### src/rtl/vx_writeback_arbiter_pkg.sv
// Shared parameters and helpers for the register-file write side:
// default sizing, writeback source selection and the write-enable rule.
package vx_writeback_arbiter_pkg;

  localparam int NT_DEF         = 4;
  localparam int FIFO_DEPTH_DEF = 4;
  localparam int AGE_MAX_DEF    = 8;
  localparam int RD_W           = 5;

  typedef enum logic [1:0] {
    SEL_NONE,
    SEL_ALU,
    SEL_MEM
  } wb_sel_e;

  // A consumed record only writes when it targets a real register with live threads.
  function automatic logic wb_enable(input logic [RD_W-1:0] rd,
                                     input logic            mask_any,
                                     input logic            wb);
    return wb && (rd != '0) && mask_any;
  endfunction

endpackage

### src/rtl/VX_wb_fifo.sv
// Generic synchronous FIFO with occupancy count; pushes are refused when full
// and pops when empty, so callers may drive push/pop unconditionally.
module VX_wb_fifo #(
  parameter int WIDTH = 8,
  parameter int DEPTH = 4
) (
  input  logic                     clk,
  input  logic                     reset_n,
  input  logic                     push,
  input  logic [WIDTH-1:0]         push_data,
  input  logic                     pop,
  output logic [WIDTH-1:0]         head_data,
  output logic                     full,
  output logic                     empty,
  output logic [$clog2(DEPTH):0]   count
);

  localparam int AW = $clog2(DEPTH);
  localparam int CW = AW + 1;

  logic [WIDTH-1:0] mem_q [DEPTH];
  logic [AW-1:0]    wr_ptr_q, wr_ptr_d;
  logic [AW-1:0]    rd_ptr_q, rd_ptr_d;
  logic [CW-1:0]    count_q, count_d;
  logic             do_push, do_pop;

  assign full    = (count_q == CW'(DEPTH));
  assign empty   = (count_q == '0);
  assign do_push = push && !full;
  assign do_pop  = pop && !empty;

  // Pointers wrap naturally because DEPTH is a power of two.
  always_comb begin
    wr_ptr_d = wr_ptr_q + AW'(do_push);
    rd_ptr_d = rd_ptr_q + AW'(do_pop);
    count_d  = count_q + CW'(do_push) - CW'(do_pop);
  end

  // NOTE: sequential state uses non-blocking assignments so every flop samples pre-edge values.
  always_ff @(posedge clk or negedge reset_n) begin
    if (!reset_n) begin
      wr_ptr_q <= '0;
      rd_ptr_q <= '0;
      count_q  <= '0;
    end else begin
      wr_ptr_q <= wr_ptr_d;
      rd_ptr_q <= rd_ptr_d;
      count_q  <= count_d;
    end
  end

  // NOTE: storage is deliberately not reset; pointers and count alone define which entries are live.
  always_ff @(posedge clk) begin
    if (do_push) mem_q[wr_ptr_q] <= push_data;
  end

  assign head_data = mem_q[rd_ptr_q];
  assign count     = count_q;

endmodule

### src/rtl/vx_writeback_arbiter.sv
// Merges ALU results and buffered load responses onto the single register-file
// write port, with a FIFO-full / head-age starvation guard favouring loads.
module vx_writeback_arbiter
  import vx_writeback_arbiter_pkg::*;
#(
  parameter int NT         = NT_DEF,
  parameter int FIFO_DEPTH = FIFO_DEPTH_DEF,
  parameter int AGE_MAX    = AGE_MAX_DEF
) (
  input  logic                         clk,
  input  logic                         reset_n,
  input  logic                         in_alu_valid,
  input  logic                         in_alu_warp,
  input  logic                         in_alu_wb,
  input  logic [RD_W-1:0]              in_alu_rd,
  input  logic [NT-1:0]                in_alu_mask,
  input  logic [NT*32-1:0]             in_alu_data,
  output logic                         out_alu_ready,
  input  logic                         in_mem_valid,
  input  logic                         in_mem_warp,
  input  logic [RD_W-1:0]              in_mem_rd,
  input  logic [NT-1:0]                in_mem_mask,
  input  logic [NT*32-1:0]             in_mem_data,
  output logic                         out_mem_ready,
  output logic                         out_wb_warp,
  output logic                         out_write_register,
  output logic [RD_W-1:0]              out_rd,
  output logic [NT-1:0]                out_valid,
  output logic [NT*32-1:0]             out_write_data,
  output logic [$clog2(FIFO_DEPTH):0]  out_fifo_count
);

  localparam int REC_W = 1 + RD_W + NT + NT*32;
  localparam int AGE_W = $clog2(AGE_MAX + 1);

  logic [REC_W-1:0] head_rec;
  logic             head_warp;
  logic [RD_W-1:0]  head_rd;
  logic [NT-1:0]    head_mask;
  logic [NT*32-1:0] head_data;
  logic             fifo_full, fifo_empty, pop_fifo;
  wb_sel_e          sel;

  logic             wb_warp_q, wb_warp_d;
  logic             write_reg_q, write_reg_d;
  logic [RD_W-1:0]  rd_q, rd_d;
  logic [NT-1:0]    valid_q, valid_d;
  logic [NT*32-1:0] data_q, data_d;
  logic [AGE_W-1:0] age_q, age_d;

  VX_wb_fifo #(
    .WIDTH (REC_W),
    .DEPTH (FIFO_DEPTH)
  ) u_fifo (
    .clk       (clk),
    .reset_n   (reset_n),
    .push      (in_mem_valid),
    .push_data ({in_mem_warp, in_mem_rd, in_mem_mask, in_mem_data}),
    .pop       (pop_fifo),
    .head_data (head_rec),
    .full      (fifo_full),
    .empty     (fifo_empty),
    .count     (out_fifo_count)
  );

  assign {head_warp, head_rd, head_mask, head_data} = head_rec;

  // Loads win when the ALU is idle, the buffer is full, or the head has waited too long.
  assign pop_fifo      = !fifo_empty &&
                         (!in_alu_valid || fifo_full || age_q >= AGE_W'(AGE_MAX));
  assign out_alu_ready = !pop_fifo;
  assign out_mem_ready = !fifo_full;

  // NOTE: every combinational output gets a default first so no path can infer a latch.
  always_comb begin
    sel         = SEL_NONE;
    wb_warp_d   = 1'b0;
    write_reg_d = 1'b0;
    rd_d        = '0;
    valid_d     = '0;
    data_d      = '0;
    age_d       = '0;

    if (pop_fifo)          sel = SEL_MEM;
    else if (in_alu_valid) sel = SEL_ALU;

    unique case (sel)
      SEL_MEM: begin
        wb_warp_d   = head_warp;
        write_reg_d = wb_enable(head_rd, |head_mask, 1'b1);
        rd_d        = head_rd;
        valid_d     = write_reg_d ? head_mask : '0;
        data_d      = head_data;
      end
      SEL_ALU: begin
        wb_warp_d   = in_alu_warp;
        write_reg_d = wb_enable(in_alu_rd, |in_alu_mask, in_alu_wb);
        rd_d        = in_alu_rd;
        valid_d     = write_reg_d ? in_alu_mask : '0;
        data_d      = in_alu_data;
      end
      default: ;
    endcase

    if (!pop_fifo && !fifo_empty)
      age_d = (age_q < AGE_W'(AGE_MAX)) ? age_q + AGE_W'(1) : age_q;
  end

  always_ff @(posedge clk or negedge reset_n) begin
    if (!reset_n) begin
      wb_warp_q   <= 1'b0;
      write_reg_q <= 1'b0;
      rd_q        <= '0;
      valid_q     <= '0;
      data_q      <= '0;
      age_q       <= '0;
    end else begin
      wb_warp_q   <= wb_warp_d;
      write_reg_q <= write_reg_d;
      rd_q        <= rd_d;
      valid_q     <= valid_d;
      data_q      <= data_d;
      age_q       <= age_d;
    end
  end

  assign out_wb_warp        = wb_warp_q;
  assign out_write_register = write_reg_q;
  assign out_rd             = rd_q;
  assign out_valid          = valid_q;
  assign out_write_data     = data_q;

endmodule

### config.mk
export PLATFORM = sky130hd
export DESIGN_NAME = vx_writeback_arbiter
export DESIGN_NICKNAME = d
export VERILOG_FILES = /design/src/rtl/vx_writeback_arbiter_pkg.sv /design/src/rtl/VX_wb_fifo.sv /design/src/rtl/vx_writeback_arbiter.sv
export SDC_FILE = /design/constraint.sdc
export NUM_CORES = 1
export LEC_CHECK = 0
export BUFFER_PORTS_ARGS = -buffer_cell sky130_fd_sc_hd__buf_4
export CAP_MARGIN = 40
export CORE_MARGIN = 2
export CORE_UTILIZATION = 60
export DETAILED_ROUTE_END_ITERATION = 10
export PLACE_DENSITY_LB_ADDON = 0.05
export SLEW_MARGIN = 20
export SYNTH_ARGS = -nofsm -noshare
export SYNTH_HDL_FRONTEND = slang
export SYNTH_SLANG_ARGS = --single-unit
### constraint.sdc
create_clock -name clk -period 17.3 [get_ports clk]
set_input_delay 3.46 -clock clk [delete_from_list [all_inputs] [get_ports clk]]
set_output_delay 3.46 -clock clk [all_outputs]
set_load 0.01 [all_outputs]
==> summary.txt <==
Status
  • Outcome: finished clean

Pwr
  • Pwr/cell area: 170 mW/mm^2
  • Pint: 0.00388 W
  • Max VDD drop: 0.000141 V
  • Switching power total: 0.00156 W
  • Sequential Power Share: 44.7%
  • Sw frac: 28.7%
  • Leak: 12.1 nW
  • Clock power frac: 27.3%
  • Power share of the combinational group: 27.9%

Floorplanning
  • Io pins: 425
  • Horiz. Die Dim: 211 um
  • Die area: 0.0447 mm^2
  • CORE AREA: 0.0422 mm^2
  • Die Y: 211 um
  • Initial Util: 61.1%
  • Std-Cell Rows: 75

Critical path
  • Reg2reg setup slack: 14,300 ps
  • Worst Reg-to-Reg Cells: 5
  • CP max FO: 73
  • Crit end category: output pin
  • Worst EP arrival: 5190 ps
  • Worst setup path class: input pin to output pin
  • Worst EP required: 13,840 ps
  • Crit start category: input pin

Logic synthesis
  • Syn nets: 1,656
  • Top-area cell type share of the netlist area: 64.2%
  • Mapped Area: 0.0258 mm^2
  • Cells after Synth: 1,370
  • Sequential share of the synthesized area: 78.8%
  • Leading post-synthesis cells by cell area: edfxtp_1 64%, dfrtp_1 15%, mux4_2 12%
  • Synth Register Bits: 702
  • Synth warnings: 0
  • Synth area leader: edfxtp_1
  • Distinct cell type count after synthesis: 27
  • Syn Area/Cell: 18.8 um^2

GRT
  • M1 GR Usage: 34.1%
  • GR peak layer: met2
  • Met2 Use GR: 39.6%
  • First-pass GRT wire length: 82,300 um
  • GRT Total Usage: 24.9%
  • Overflow after GRT: 0
  • Largest net degree at the start of global routing: 206
  • Initial antenna violation count: 8
  • Vias in the first global route: 14,100
  • Met3 usage: 7.09%

Final layout
  • Final std cells w/o fill: 2,417
  • Multi-input gate area: 0.00514 mm^2
  • Storage cell area: 0.0203 mm^2
  • Final nets: 2,102
  • Area delta synth->final: 23.8%
  • Share of cells above drive strength 1: 37.3%
  • Final-layout fill cell count: 2,533

Drt
  • Initial drt markers: 974
  • Post-Route WL: 54,400 um
  • Via count: 13,600
  • Antenna viol nets, final: 0
  • Drt pass-1 iters: 5
  • Routed length per instance: 22.5 um
  • DRC: 0
  • Via density: 5.64

Timing
  • FMAX: 0.116 GHz
  • Tmin final: 8650 ps
  • Hold Fails Final Rpt: 0
  • Final slew viol count: 0
  • Unrepaired setup endpoints after global routing: no
  • Setup Viol. Count Final: 0
  • Hold Worst Slack: 481 ps
  • Part of the cycle the worst path needs: 50.0%
  • Relative slew margins: 39.4%
  • Final TNS setup: 0 ps
  • Clock Skew: 21.0 ps
  • Transition time of the tightest slew-check pin: 909 ps

Placed design
  • Final HPWL DP: 33,400 um
  • Gp weighted congestion: 0.779
  • Dpl cells: 2,281
  • I/O Buffers: 424

Flow run
  • MaxCap Viol Count: 0

CTS
  • CTS Hold Bufs: 0
  • Clock sink total: 702
  • CTS tree: yes
  • Clk_lat worst skew: 590 ps
  • Root Driver: clkbuf_16
  • Post-cts sizing count: 0
  • Post-CTS Setup Bufs: 0
  • Num CTS Buffers: 71
  • Reg clk slew, reported paths: 60 ps
  • Clock Tree Buf Depth: 3
  • H-tree Lvls: 3

Hold path
  • Hold Crit Depth: 1
  • Hold crit path type: flop to flop
[area by class of cell]
class,instances,area share (%)
Antenna cell,3,0.0235
Tap cell,539,2.11
Clock buffer,100,6.36
Timing Repair Buffer,449,10.9
Sequential cell,702,63.6
Inverter,6,0.0705
Multi-Input combinational cell,586,16.1
Clock inverter,32,0.822
[stage by stage]
step | power, W | cell area, um^2 | setup WS [ps] | util [%]
CTS | 0.00550 | 31900 | 8620 | 75.6
global placement | 0.00396 | 29500 | 8670 | 69.9
detailed placement | 0.00401 | 29600 | 8630 | 70.2
floorplan | 0.00344 | 25800 | 2960 | -
finish | 0.00544 | 32000 | 8650 | 75.7
global route | 0.00570 | 32000 | 8480 | 75.7
[final timing paths]
path                               startpoint            endpoint
min                                  age_q[0]            age_q[0]
max                              in_alu_valid       out_alu_ready
max in group asynchronous             reset_n         out_wb_warp
min in group asynchronous             reset_n  out_write_data[83]
max reg2reg                u_fifo.rd_ptr_q[0]  out_write_data[48]
min reg2reg                          age_q[0]            age_q[0]
[state kept, by name, indices dropped and copies added (netlist names)]
| name | flops |
|---|---|
| out_valid | 4 |
| u_fifo.wr_ptr_q | 2 |
| u_fifo.rd_ptr_q | 2 |
| out_write_register | 1 |
| u_fifo.mem_q | 552 |
| out_rd | 5 |
| age_q | 4 |
| u_fifo.count | 3 |
| out_wb_warp | 1 |
| out_write_data | 128 |
[layout by cell type, fill, tap and decap left out, types with 7 or more instances in the layout]
master and instances:
clkbuf_16 76, nor2_1 7, buf_4 441, nand2_1 275, clkinv_1 7, mux4_2 138, edfxtp_1 552, o21ai_0 135
clkinv_2 18, dfrtp_1 148, clkbuf_1 20
[power by group through the flow]
| stage | Sequential, W | Combinational [W] | Clock, W |
|---|---|---|---|
| finish | 0.00243 | 0.00152 | 0.00149 |
| global route | 0.00247 | 0.00165 | 0.00158 |
| CTS | 0.00244 | 0.00155 | 0.00151 |
| detailed placement | 0.00247 | 0.00154 | 0 |
| global placement | 0.00245 | 0.00151 | 0 |
| floorplan | 0.00256 | 0.000881 | 0 |
[critical path, cell delays in order]
cell,delay [ps]
buf_4,530
nor2b_1,420
a21boi_4,90
buf_4,340
inv_1,180
buf_4,140
[synthesized netlist by cell type]
library cell and n:
edfxtp_1 552, nand2_1 275, dfrtp_1 150, mux4_2 138
o21ai_0 135, clkbuf_1 36, buf_2 35, nor2_1 8
inv_1 6, a32o_1 4, ha_1 4, xnor2_1 4
buf_1 3, or4_1 3, and3_1 2, buf_6 2
nor3_1 2, xor2_1 2, a21boi_2 1, a31o_1 1
fa_1 1, nand3_1 1, nor2b_1 1, nor3b_1 1
o2111ai_1 1, or2_2 1, or3_1 1
[metal layers]
metal | wire length (um) | up-vias
met5 | 83 | -
met4 | 1040 | 12
met3 | 4340 | 75
met2 | 27000 | 453
met1 | 21900 | 6935
li1 | - | 6158
[cell families after synthesis]
kind of cell,synth area share (%)
flops,78.8
simple gates,4.41
compound gates,2.88
mux,12.0
buf+inv,1.42
xor+xnor,0.204
fa+ha+maj,0.271
Power figures use the tool's default switching activity.
